## src/rtl/uart_rx_parity_pkg.sv

```systemverilog
// Shared UART receive types: FSM state encoding and oversampling constants.
// Latency: n/a (declarations only).
// Backpressure: n/a.
package uart_pkg;

  typedef enum logic [2:0] {
    IDLE,
    START,
    DATA,
    PARITY,
    STOP
  } uart_state_e;

  localparam int OVERSAMPLE = 16;
  localparam int MID_START  = 7;
  localparam int LAST_TICK  = 15;
  localparam int TICK_W     = $clog2(OVERSAMPLE);

endpackage

```

## src/rtl/uart_rx_parity_if.sv

```systemverilog
// Receive-side bus from the UART receiver towards the RX FIFO write port.
// Latency: wires only.
// Backpressure: none; the consumer must accept every rx_done strobe.
interface uart_rx_parity_if #(
  parameter int DATA_WIDTH = 8
);

  logic [DATA_WIDTH-1:0] rx_data;
  logic                  rx_done;
  logic                  parity_err;
  logic                  frame_err;
  logic                  rx_busy;

  modport master (
    output rx_data,
    output rx_done,
    output parity_err,
    output frame_err,
    output rx_busy
  );

  modport slave (
    input rx_data,
    input rx_done,
    input parity_err,
    input frame_err,
    input rx_busy
  );

endinterface

```

## src/rtl/uart_rx_parity_baud_tick.sv

```systemverilog
// Oversample tick divider: one-cycle tick every DVSR clocks, held at zero by clr.
// Latency: first tick DVSR cycles after clr drops.
// Backpressure: none.
module uart_baud_tick #(
  parameter int DVSR = 4
) (
  input  logic UCLK,
  input  logic reset,
  input  logic clr,
  output logic tick
);

  localparam int            CW   = (DVSR > 1) ? $clog2(DVSR) : 1;
  localparam logic [CW-1:0] LAST = CW'(DVSR - 1);

  logic [CW-1:0] cnt;

  assign tick = !clr && (cnt == LAST);

  // Divider counter: restarts on clear and on every wrap.
  always_ff @(posedge UCLK) begin
    if (!reset) begin
      cnt <= '0;
    end else if (clr || tick) begin
      cnt <= '0;
    end else begin
      cnt <= cnt + 1'b1;
    end
  end

endmodule

```

## src/rtl/uart_rx_parity.sv

```systemverilog
// UART receiver, 16x oversampled; optional parity stage built when UART_RX_PARITY_EN is defined.
// Latency: ~3 + (8 + 16*(DATA_WIDTH+P) + 16)*DVSR cycles from start-bit fall to rx_done.
// Backpressure: none; rx_done is a one-cycle strobe that cannot be stalled.
module uart_rx_parity
  import uart_pkg::*;
#(
  parameter int DATA_WIDTH = 8,
  parameter int DVSR       = 4,
  parameter int PARITY_ODD = 0
) (
  input  logic              UCLK,
  input  logic              reset,
  input  logic              rx,
  uart_rx_parity_if.master  rx_if
);

  localparam int                NW     = (DATA_WIDTH > 1) ? $clog2(DATA_WIDTH) : 1;
  localparam logic [NW-1:0]     N_LAST = NW'(DATA_WIDTH - 1);
  localparam logic [TICK_W-1:0] S_MID  = TICK_W'(MID_START);
  localparam logic [TICK_W-1:0] S_LAST = TICK_W'(LAST_TICK);

  logic                  rx_m, rx_s;
  logic                  tick;
  uart_state_e           state_q, state_d;
  logic [TICK_W-1:0]     s_q, s_d;
  logic [NW-1:0]         n_q, n_d;
  logic [DATA_WIDTH-1:0] shreg_q, shreg_d;
  logic [DATA_WIDTH-1:0] data_q, data_d;
  logic                  fe_q, fe_d;
  logic                  done_q, done_d;
  logic                  busy_q;
`ifdef UART_RX_PARITY_EN
  localparam logic PAR_ODD = (PARITY_ODD != 0);
  logic perr_q, perr_d;
  logic pe_q, pe_d;
`endif

  // Two-flop synchronizer; resets to the idle line level so reset never fakes a start bit.
  always_ff @(posedge UCLK) begin
    if (!reset) begin
      rx_m <= 1'b1;
      rx_s <= 1'b1;
    end else begin
      rx_m <= rx;
      rx_s <= rx_m;
    end
  end

  // Tick phase is aligned to the detected falling edge by holding the divider in IDLE.
  uart_baud_tick #(.DVSR(DVSR)) u_baud_tick (
    .UCLK  (UCLK),
    .reset (reset),
    .clr   (state_q == IDLE),
    .tick  (tick)
  );

  // State, counters and registered outputs.
  always_ff @(posedge UCLK) begin
    if (!reset) begin
      state_q <= IDLE;
      s_q     <= '0;
      n_q     <= '0;
      shreg_q <= '0;
      data_q  <= '0;
      fe_q    <= 1'b0;
      done_q  <= 1'b0;
      busy_q  <= 1'b0;
`ifdef UART_RX_PARITY_EN
      perr_q  <= 1'b0;
      pe_q    <= 1'b0;
`endif
    end else begin
      state_q <= state_d;
      s_q     <= s_d;
      n_q     <= n_d;
      shreg_q <= shreg_d;
      data_q  <= data_d;
      fe_q    <= fe_d;
      done_q  <= done_d;
      busy_q  <= (state_d != IDLE);
`ifdef UART_RX_PARITY_EN
      perr_q  <= perr_d;
      pe_q    <= pe_d;
`endif
    end
  end

  // Next-state logic: every action happens on a tick at the bit-centre sample point.
  always_comb begin
    state_d = state_q;
    s_d     = s_q;
    n_d     = n_q;
    shreg_d = shreg_q;
    data_d  = data_q;
    fe_d    = fe_q;
    done_d  = 1'b0;
`ifdef UART_RX_PARITY_EN
    perr_d  = perr_q;
    pe_d    = pe_q;
`endif
    case (state_q)
      IDLE: begin
        if (!rx_s) begin
          state_d = START;
          s_d     = '0;
        end
      end
      START: begin
        if (tick) begin
          if (s_q == S_MID) begin
            // A start bit that has gone high by its centre is treated as a glitch.
            state_d = rx_s ? IDLE : DATA;
            s_d     = '0;
            n_d     = '0;
          end else begin
            s_d = s_q + 1'b1;
          end
        end
      end
      DATA: begin
        if (tick) begin
          if (s_q == S_LAST) begin
            shreg_d = {rx_s, shreg_q[DATA_WIDTH-1:1]};
            s_d     = '0;
            n_d     = n_q + 1'b1;
            if (n_q == N_LAST) begin
`ifdef UART_RX_PARITY_EN
              state_d = PARITY;
`else
              state_d = STOP;
`endif
            end
          end else begin
            s_d = s_q + 1'b1;
          end
        end
      end
`ifdef UART_RX_PARITY_EN
      PARITY: begin
        if (tick) begin
          if (s_q == S_LAST) begin
            perr_d  = ((^shreg_q) ^ rx_s) != PAR_ODD;
            s_d     = '0;
            state_d = STOP;
          end else begin
            s_d = s_q + 1'b1;
          end
        end
      end
`endif
      STOP: begin
        if (tick) begin
          if (s_q == S_LAST) begin
            // Leave at mid stop bit so a back-to-back start edge is not missed.
            data_d  = shreg_q;
            fe_d    = ~rx_s;
            done_d  = 1'b1;
            s_d     = '0;
            state_d = IDLE;
`ifdef UART_RX_PARITY_EN
            pe_d    = perr_q;
`endif
          end else begin
            s_d = s_q + 1'b1;
          end
        end
      end
      default: state_d = IDLE;
    endcase
  end

  assign rx_if.rx_data   = data_q;
  assign rx_if.rx_done   = done_q;
  assign rx_if.frame_err = fe_q;
  assign rx_if.rx_busy   = busy_q;
`ifdef UART_RX_PARITY_EN
  assign rx_if.parity_err = pe_q;
`else
  assign rx_if.parity_err = 1'b0;
`endif

endmodule

```

## src/flat_wrapper.sv

```systemverilog
// flat-port wrapper written by rule: the top's interface ports become plain ports
module uart_rx_parity_flat import uart_pkg::*;
#(
  parameter int DATA_WIDTH = 8,
  parameter int DVSR       = 4,
  parameter int PARITY_ODD = 0
)
  (UCLK, reset, rx, rx_if_rx_data, rx_if_rx_done, rx_if_parity_err, rx_if_frame_err, rx_if_rx_busy);
  uart_rx_parity_if #(.DATA_WIDTH(DATA_WIDTH)) rx_if_i ();
  input  logic UCLK;
  input  logic reset;
  input  logic rx;
  output wire logic [$bits(rx_if_i.rx_data)-1:0] rx_if_rx_data;
  output wire logic [$bits(rx_if_i.rx_done)-1:0] rx_if_rx_done;
  output wire logic [$bits(rx_if_i.parity_err)-1:0] rx_if_parity_err;
  output wire logic [$bits(rx_if_i.frame_err)-1:0] rx_if_frame_err;
  output wire logic [$bits(rx_if_i.rx_busy)-1:0] rx_if_rx_busy;
  assign rx_if_rx_data = rx_if_i.rx_data;
  assign rx_if_rx_done = rx_if_i.rx_done;
  assign rx_if_parity_err = rx_if_i.parity_err;
  assign rx_if_frame_err = rx_if_i.frame_err;
  assign rx_if_rx_busy = rx_if_i.rx_busy;
  uart_rx_parity #(.DATA_WIDTH(DATA_WIDTH), .DVSR(DVSR), .PARITY_ODD(PARITY_ODD)) u_core (.UCLK(UCLK), .reset(reset), .rx(rx), .rx_if(rx_if_i));
endmodule
```

## config.mk

```make
export PLATFORM = sky130hd
export DESIGN_NAME = uart_rx_parity_flat
export DESIGN_NICKNAME = d
export VERILOG_FILES = /design/src/rtl/uart_rx_parity_pkg.sv /design/src/rtl/uart_rx_parity_if.sv /design/src/rtl/uart_rx_parity_baud_tick.sv /design/src/rtl/uart_rx_parity.sv /design/src/flat_wrapper.sv
export SDC_FILE = /design/constraint.sdc
export NUM_CORES = 1
export LEC_CHECK = 0
export ABC_AREA = 1
export CORE_MARGIN = 2
export CORE_UTILIZATION = 45
export DETAILED_ROUTE_END_ITERATION = 12
export GPL_TIMING_DRIVEN = 0
export PLACE_DENSITY = 0.66
export SYNTH_ARGS = -nofsm -noshare
export SYNTH_HDL_FRONTEND = slang
export SYNTH_SLANG_ARGS = --single-unit
```

## constraint.sdc

```tcl
create_clock -name UCLK -period 1.65 [get_ports UCLK]
set_input_delay 0.165 -clock UCLK [delete_from_list [all_inputs] [get_ports UCLK]]
set_output_delay 0.165 -clock UCLK [all_outputs]
set_load 0.1 [all_outputs]
```

; ---- After elaboration in Yosys (flattened, before gate mapping)
; Index checks and enable logic that the tools add are counted.
[totals]
regBits = 33
out_inout_bits = 12
word_cells = 65
[op_classes]
add_sub_neg = 3
n_eq_ne = 13
n_mux = 22
n_bitwise = 2
reduce_logical = 14
[op_table]
columns = cell, n
row1 = $mux W3, 12
row2 = $mux W4, 5
row3 = $pmux W3 S4, 1
row4 = $pmux W4 S3, 1
row5 = $reduce_and A3 Y1, 3
row6 = $eq A3 B3 Y1 const B, 2
row7 = $ne A2 B1 Y1 const B, 3
row8 = $ne A2 B2 Y1 const B, 3
row9 = $pmux W3 S2, 1
row10 = $reduce_bool A3 Y1, 2
row11 = $reduce_and A5 Y1, 1
row12 = $add A4 B1 Y4 const B, 1
row13 = $eq A4 B3 Y1 const B, 1
row14 = $eq A4 B4 Y1 const B, 1
row15 = $reduce_and A4 Y1, 1
row16 = $reduce_or A2 Y1, 2
row17 = $add A3 B1 Y3 const B, 1
row18 = $eq A3 B1 Y1 const B, 1
row19 = $eq A3 B2 Y1 const B, 1
row20 = $logic_not A3 Y1, 1
row21 = $add A2 B1 Y2 const B, 1
row22 = $eq A2 B2 Y1 const B, 1
row23 = $mux W2, 1
row24 = $not A1 Y1, 2
row25 = 5 further kinds, 5

; ---- Depth between registers and ports, before layout
; Gate-level depths: netlist (run 1).
[depth]
depth_word = 6
depth_mapped = 9
depth_no_buf = 9

; ---- Hierarchy
; A second synthesis (run 1) with hierarchy kept.
[hier_totals]
cells_unflattened = 217
hier_area_um2 = 1512.7
[modules_own_cells]
columns = mod, n_inst, cells_each, area_per_inst_um2, seq_area_each_um2
row1 = uart_rx_parity, 1, 207, 1433.9, 620.6
row2 = uart_baud_tick, 1, 10, 78.8, 40.0

; ---- Least setup slack after synthesis (run 1)
; No wires, ideal clock.
[synth_path]
kind = reg-to-reg
startpoint = reg u_core.s_q[0]
endpoint = reg u_core.data_q[1], in the netlist u_core.rx_if.rx_data[1]
setup_time_ns = 0.117
arrival_ns = 1.163
required_time_ns = 1.533
setup_slack_ns = 0.371
stages_incl_launch_ff = 8
path_buffers = 1
path_cell_list = dfxtp_1 > ha_1 > nand3_1 > nor2_2 > nand2_2 > buf_6 > o21ai_0 > nor2_1
[synth_between]
elab_chain_cells = 2
[synth_rtl]
columns = item, line_no
row1 = from (decl), uart_rx_parity.sv:25  ; logic [TICK_W-1:0] s_q, s_d;
row2 = from (signal assigned), uart_rx_parity.sv:61  ; s_q <= '0;
row3 = from (signal assigned), uart_rx_parity.sv:74  ; s_q <= s_d;
row4 = $eq A4 B4 Y1, uart_rx_parity.sv:153  ; if (s_q == S_LAST) begin
row5 = $reduce_and A3 Y1 (no source line), -
row6 = to (signal assigned), uart_rx_parity.sv:77  ; data_q <= data_d;
row7 = to (decl), uart_rx_parity.sv:28  ; logic [DATA_WIDTH-1:0] data_q, data_d;
; Every way passes these cells.
; A chain may end at the register's enable or synchronous reset.

; ---- Final worst setup path (run 1)
[layout_path]
startpoint = reg u_core.u_baud_tick.cnt[0]
endpoint = reg u_core.n_q[2]
[layout_between]
elab_chain_cells = 4
elab_cells_between_ends = 5
[layout_rtl]
columns = item, line_no
row1 = from (decl), uart_rx_parity_baud_tick.sv:16  ; logic [CW-1:0] cnt;
row2 = from (signal assigned), uart_rx_parity_baud_tick.sv:27  ; cnt <= cnt + 1'b1;
row3 = $eq A2 B2 Y1 *, uart_rx_parity_baud_tick.sv:18  ; assign tick = !clr && (cnt == LAST);
row4 = $logic_and A1 B1 Y1 *, uart_rx_parity_baud_tick.sv:18
row5 = $ne A2 B2 Y1 (no source line), -
row6 = $reduce_and A5 Y1 (no source line) *, -
row7 = to (signal assigned), uart_rx_parity.sv:75  ; n_q <= n_d;
row8 = to (decl), uart_rx_parity.sv:26  ; logic [NW-1:0] n_q, n_d;
; Mark *: on every way between the ends. The rest lies on a longest branch, timed or not.

==> summary.md, run 1 <==
| Metric | Value |
|---|---|
| Library cells used by synthesis | `23` |
| Startpoint Class | `flip-flop` |
| Total gr overflow | `0` |
| Max-slew violation count | `0` |
| DR DRC count | `0` |
| Max Cap Violations | `0` |
| WP buf/inv | `1` |
| Total GRT Usage | `17.72%` |
| CTS tree | `yes` |
| IO Count | `15` |
| Largest family of logic cells by synthesized area | `simple AND/OR/NAND/NOR gates` |
| Number of global-route vias before repair | `1,124` |
| Post-synthesis mux area share | `0%` |
| Antenna Cells | `0` |
| Hold Vio Cnt, Final | `0` |
| Final net count | `237` |
| Worst-Margin Slew | `552.6 ps` |
| Delay of the slowest critical-path stage | `350 ps` |
| Routed WL | `2984 µm` |
| Critical Path Fanout Max | `5` |
| Critical path arrival | `1770 ps` |
| Cell count after synthesis | `208` |
| Die ar. | `3746 µm²` |
| Outcome | `complete, no violations` |
| Post-layout min period | `1482 ps` |
| Register area | `660.6 µm²` |
| Relative slew margins | `63.33%` |
| Compound-Gate Fraction of Synth Area | `8.836%` |
| PwrDens | `799.3 nW/µm²` |
| Pleak | `0.8046 nW` |
| First-pass GRT wire length | `4802 µm` |
| Chip height | `61.21 µm` |
| GPL Wtd Cong | `0.9348` |
| Port Buffer Count | `13` |
| Total CTS buffers | `5` |
| Cell taking the most area after synthesis | `dfxtp_1` |
| Synth Area in XOR/XNOR | `0.5947%` |
| # hold bufs at CTS | `0` |
| Tcrit/Tclk final | `89.80%` |
| Die W | `61.21 µm` |
| Post-Synth Simple-Gate Area | `34.83%` |
| Peak VDD IR | `0.0005310 V` |
| Final setup vio count | `0` |
| DR vias | `1,322` |
| Post-DP Area | `1658 µm²` |
| H-tree Lvls | `2` |
| Worst Path Required | `1930 ps` |
| RSZ-0062 raised after global routing | `no` |
| Synth Warn # | `0` |
| Post-Syn Nets | `215` |
| CP max stage cell | `dfxtp_1` |
| CTS max path bufs | `2` |
| Routed WL per cell | `10.85 µm` |
| DRT Pass-1 Iters | `4` |
| Crit path max-delay family | `simple AND/OR/NAND/NOR gates` |
| CTS Root Cell | `clkbuf_4` |
| Design area | `1745 µm²` |
| Pin count of the biggest net entering global routing | `12` |
| Area of the multi-input gates | `720.7 µm²` |
| Total Power | `0.001395 W` |
| Most frequent cells in the layout | `nor2_1, nand2_1, dfxtp_1` |
| Clk sinks | `33` |
| Final ANT Viol Nets | `0` |
| Iteration-0 DRC Markers | `56` |
| Post-DP HPWL | `2152 µm` |
| Fillers | `305` |
| Hold slack | `386.5 ps` |
| Initial Util | `47.85%` |
| Clock Skew | `14.13 ps` |
| Synthesized area | `1473 µm²` |
| Synth Area in Adders | `3.398%` |
| Mean Syn Cell Area | `7.080 µm²` |
| Initial antenna violation count | `0` |
| Worst Setup End Kind | `flip-flop` |
| Critical path type | `reg -> reg` |
| Seq/Total Area, Yosys | `44.86%` |
| Flops & latches, synth | `33` |
| Crit path cell chain | `ha_1 > inv_1 > a21oi_2 > nand2_2 > nand2_4 > nand2_1 > nand2_1 > nand2_1 > nor2_1` |
| Most common cell after layout, fill and taps aside | `nor2_1` |
| Most numerous cell on the critical path | `nand2_1` |
| Final TNS setup | `0 ps` |
| Worst Hold Class | `in -> reg` |
| Worst-path clk slew | `110 ps` |
| Top-area cell type share of the netlist area | `44.86%` |
| Synth top area cells | `dfxtp_1, nor2_1, nand2_1` |
| Clock latency on the worst-skew pair | `340 ps` |
| Rows | `20` |
| Share of cells above drive strength 1 | `19.05%` |
| Vias per cell | `4.807` |
| Maximum clock rate | `0.6749 GHz` |
| Total core area | `3078 µm²` |
| Area delta synth->final | `18.52%` |
## per-layer routing
layer  track usage [%]  vias up  part of all wire (%)
li1                  -      698                     -
met1             24.05      585                    48
met2             26.60       35                    45
met3             3.782        4                   5.9
met4             9.006        0                   1.5
met5                 0        -                     0
## flip-flops by register name (all words and copies together) (netlist names), 2 cells and up
name and cells:
u_core.rx_if.rx_data 8, u_core.n_q 3, u_core.s_q 4, u_core.state_q 3
u_core.shreg_q 8, u_core.u_baud_tick.cnt 2
## cell type report
type                            count  area share (%)
Inverter                           21           4.660
Buffer                              4           1.577
Multi-Input combinational cell    151           41.29
Timing Repair Buffer               14           8.315
Clock buffer                        5           2.151
Tap cell                           44           3.154
Clock inverter                      3           1.004
Sequential cell                    33           37.85
## power breakdown
| group | internal (W) | switching [W] | leakage (nW) |
|---|---|---|---|
| combinational | 0.0000402 | 0.0000841 | 0.506 |
| sequential | 0.000813 | 0.0000112 | 0.267 |
| clock | 0.000160 | 0.000287 | 0.0310 |
| total | 0.00101 | 0.000382 | 0.805 |
## final timing paths
path	from	to	slack [ps]	depth (start not counted)
setup / recovery	u_core.u_baud_tick.cnt[0]$_SDFF_PP0_	u_core.n_q[2]$_SDFFE_PN0P_	170	9
hold / removal	rx	u_core.rx_m$_SDFF_PN1_	390	2
setup reg to reg	u_core.u_baud_tick.cnt[0]$_SDFF_PP0_	u_core.n_q[2]$_SDFFE_PN0P_	170	9
hold reg to reg	u_core.rx_m$_SDFF_PN1_	u_core.rx_s$_SDFF_PN1_	420	1
## through the flow
stage / worst slack, ps / std cells / util (%)
after floorplan: 370.5 / 208 / -
after global placement: 43.74 / 265 / 53.86
after detailed placement: 27.30 / 265 / 53.86
after CTS: 9.273 / 273 / 56.06
after global routing: 5.003 / 275 / 56.71
final: 168.3 / 275 / 56.71
## cell families (layout without fill, tap and decap cells)
| family | count (synthesis) | in the layout |
|---|---|---|
| compound gates | 26 | 26 |
| buf+inv | 25 | 47 |
| other cells | 1 | 1 |
| xor+xnor | 1 | 1 |
| simple gates | 118 | 119 |
| flops | 33 | 33 |
| fa+ha+maj | 4 | 4 |
## synthesized netlist by cell type
library cell   n
nand3_2        1
nand2_2        7
buf_2          1
inv_1         17
conb_1         1
ha_1           4
xor2_1         1
clkbuf_1       1
nand2_1       39
nand3_1       16
or2_2          3
nor2_1        47
nor2_2         2
nand2_4        1
dfxtp_1       33
o21ai_0       14
nand3b_1       1
buf_4          1
buf_6          1
o21ai_1        6
nand4_1        1
inv_2          4
a21oi_1        6
## timing repair
action,4_1_cts,5_1_grt
pin swaps,0,2
endpoints found under the hold margin,0,0
setup buffers,0,1
gates resized for setup,32,5
setup endpoints to repair,11,6
cloned,0,1
## worst register-to-register path, delay by kind of cell, from the launching register on
kind | cells | cell delay (ps)
and+or+nand+nor | 6 | 540
DFF | 1 | 350
adders and majority gates | 1 | 250
AOI/OAI and AO/OA | 1 | 180
buffers and inverters | 1 | 110
Power figures use the tool's default switching activity.
==> run 2: changes to the inputs <==
--- a/config.mk
+++ b/config.mk
@@ -11,6 +11,7 @@
 export DETAILED_ROUTE_END_ITERATION = 12
 export GPL_TIMING_DRIVEN = 0
 export PLACE_DENSITY = 0.66
+export SLEW_MARGIN = 25
 export SYNTH_ARGS = -nofsm -noshare
 export SYNTH_HDL_FRONTEND = slang
 export SYNTH_SLANG_ARGS = --single-unit
==> results of run 2 <==
The final DEF is identical to that of run 1; final timing and power are the same.
==> run 3: changes to the inputs <==
--- a/config.mk
+++ b/config.mk
@@ -10,8 +10,9 @@
 export CORE_UTILIZATION = 45
 export DETAILED_ROUTE_END_ITERATION = 12
 export GPL_TIMING_DRIVEN = 0
-export PLACE_DENSITY = 0.66
+export PLACE_DENSITY = 0.65
 export SLEW_MARGIN = 25
 export SYNTH_ARGS = -nofsm -noshare
 export SYNTH_HDL_FRONTEND = slang
+export SYNTH_HIERARCHICAL = 1
 export SYNTH_SLANG_ARGS = --single-unit
==> run 3 against run 2 <==
- final area is 3.4% higher
- synthesized cell count is 4.3% higher
- combinational power is 13% lower
- sequential power is 0.7% lower
- worst setup slack better by 23 ps
- hold slack better by 8.2 ps
- largest cell class unchanged
==> summary.md, run 3 <==
| Metric | Value |
|---|---|
| Clk sinks | `33` |
| Post-Syn Nets | `224` |
| Mean Syn Cell Area | `6.971 µm²` |
| CTS max path bufs | `2` |
| Clock latency on the worst-skew pair | `340 ps` |
| Number of global-route vias before repair | `1,100` |
| Total CTS buffers | `5` |
| Library cells used by synthesis | `23` |
| Delay of the slowest critical-path stage | `400 ps` |
| Seq/Total Area, Yosys | `43.67%` |
| Pleak | `0.9313 nW` |
| Chip height | `61.98 µm` |
| Die W | `61.98 µm` |
| Critical Path Fanout Max | `10` |
| Crit path max-delay family | `simple AND/OR/NAND/NOR gates` |
| Max Cap Violations | `0` |
| Relative slew margins | `63.80%` |
| Synth top cells by count | `nor2_1, nand2_1, dfxtp_1, inv_1, o21ai_0` |
| Final ANT Viol Nets | `0` |
| CTS tree | `yes` |
| DR DRC count | `0` |
| Critical path type | `reg -> reg` |
| Cell taking the most area after synthesis | `dfxtp_1` |
| DRT Pass-1 Iters | `4` |
| Initial antenna violation count | `0` |
| Crit path cell chain | `ha_1 > nand2_2 > nor2_4 > nand2_4 > nor2_4 > buf_4 > o21ai_0 > nor2_1` |
| Clock Skew | `7.468 ps` |
| DR vias | `1,301` |
| Synth Warn # | `6` |
| Pre-CTS WS | `-78.48 ps` |
| GPL Wtd Cong | `0.7587` |
| Total GRT Usage | `16.62%` |
| Worst Setup End Kind | `flip-flop` |
| Top_reg_cell synth | `dfxtp_1` |
| WP buf/inv | `1` |
| Port Buffer Count | `13` |
| Share of cells above drive strength 1 | `17.92%` |
| IO Count | `15` |
| Rows | `21` |
| Post-synth EDFFs | `0` |
| Most common cell after layout, fill and taps aside | `nor2_1` |
| Total core area | `3284 µm²` |
| Top-area cell type share of the netlist area | `43.67%` |
| Worst Hold Class | `in -> reg` |
| H-tree Lvls | `2` |
| Post-DP HPWL | `2057 µm` |
| Maximum clock rate | `0.6855 GHz` |
| CTS Root Cell | `clkbuf_4` |
| Max-slew violation count | `0` |
| Final net count | `246` |
| First-pass GRT wire length | `4609 µm` |
| Final setup vio count | `0` |
| Total gr overflow | `0` |
| Pin count of the biggest net entering global routing | `11` |
| Worst-path clk slew | `100 ps` |
| Fin worst setup slack | `191.1 ps` |
| Synthesized area | `1513 µm²` |
| Reg2reg start | `u_core/s_q[1]$_SDFFE_PN0P_` |
| Area delta synth->final | `19.27%` |
| Worst Hold Launch | `reset` |
| PwrDens | `803.1 nW/µm²` |
| CP max stage cell | `dfxtp_1` |
| Cell count after synthesis | `217` |
| Flops & latches, synth | `33` |
| Antenna Cells | `0` |
| Post-layout min period | `1459 ps` |
| Most numerous cell on the critical path | `nor2_4` |
| Hold Vio Cnt, Final | `0` |
| Design area | `1804 µm²` |
| RSZ-0062 raised after global routing | `no` |
| Routed WL per cell | `9.972 µm` |
| # hold bufs at CTS | `0` |
| Critical path arrival | `1730 ps` |
| Outcome | `complete, no violations` |
| Worst Path Required | `1920 ps` |
| Routed WL | `2852 µm` |
| Post-synth ARST share | `0%` |
| Die ar. | `3842 µm²` |
| Post-DP Area | `1700 µm²` |
| Synth top area cells | `dfxtp_1, nor2_1, nand2_1` |
| Tcrit/Tclk final | `88.42%` |
| Crit path launch | `u_core/s_q[1]$_SDFFE_PN0P_` |
| Most frequent cells in the layout | `nor2_1, nand2_1, dfxtp_1` |
| Initial Util | `46.06%` |
| Iteration-0 DRC Markers | `35` |
| Peak VDD IR | `0.0005599 V` |
| Vias per cell | `4.549` |
| Top-count cell post-synth | `nor2_1` |
| Worst-Margin Slew | `545.6 ps` |
| Startpoint Class | `flip-flop` |
[run 3: cell count changes in the layout (fill, tap and decap cells not counted), sizes merged, moves of 2 or more]
cell / delta
inv: +3
nor2: +15
clkbuf: +2
nand3: -3
nand2: -6
buf: +2
a21oi: -2
[run 3: path summary, 6_finish.rpt]
| kind | end | slack [ps] | cells past startpoint |
|---|---|---|---|
| max | u_core/rx_if.rx_data[7]$_SDFFE_PN0P_ | 190 | 8 |
| min | u_core/u_baud_tick/cnt[1]$_SDFF_PP0_ | 390 | 3 |
| min reg2reg | u_core/rx_s$_SDFF_PN1_ | 420 | 1 |
| max reg2reg | u_core/rx_if.rx_data[7]$_SDFFE_PN0P_ | 190 | 8 |
[run 3: tightest hold or removal path, stage by stage]
cell,delay [ps]
clkdlybuf4s50_1,410
nand2_1,90
nor2_1,40
[run 3: power by group]
part / switching [W] / total, W / internal [W]
sequential: 0.00000992 / 0.000818 / 0.000808
combinational: 0.0000724 / 0.000108 / 0.0000356
clock: 0.000276 / 0.000523 / 0.000247
[run 3: final cells by class]
class                   count  area (µm²)
inverters                  24       90.09
clock buffers               7       65.06
flip-flops and latches     33       664.4
well taps                  46       57.56
plain buffers               5       35.03
clock inverters             1       5.005
fillers                   334        1480
multi-input cells         155       734.5
repair buffers             15       152.6
[run 3: kinds of logic after synthesis]
| family | Yosys count | synth area share [%] |
|---|---|---|
| other | 1 | 0.2479 |
| DFF | 33 | 43.67 |
| AOI/OAI and AO/OA | 26 | 8.685 |
| and+or+nand+nor | 124 | 35.82 |
| buffers and inverters | 29 | 8.270 |
| adders and majority gates | 4 | 3.309 |
[run 3: metal layers]
metal / GRT usage (%) / routed length, µm / vias up
li1: - / - / 716
met1: 20.26 / 1394 / 562
met2: 26.64 / 1303 / 18
met3: 5.590 / 104 / 5
met4: 7.295 / 51 / 0
met5: 0 / 0 / -
[run 3: what timing repair did]
action,CTS,global route
endpoints found under the setup margin,19,8
buffers inserted,0,2
pin swaps,0,1
hold endpoints to repair,0,0
gates resized for setup,36,2
[run 3: metrics by stage]
stage | hold WS, ps | util (%) | total power [W] | setup TNS, ps | instances
floorplan | 271.6 | - | 0.0009215 | 0 | 217
global placement | 395.8 | 51.77 | 0.0009441 | -509.0 | 276
detailed placement | 399.7 | 51.77 | 0.0009452 | -512.1 | 276
CTS | 389.8 | 54.48 | 0.001468 | 0 | 284
global route | 413.8 | 54.93 | 0.001502 | 0 | 286
finish | 394.7 | 54.93 | 0.001449 | 0 | 286
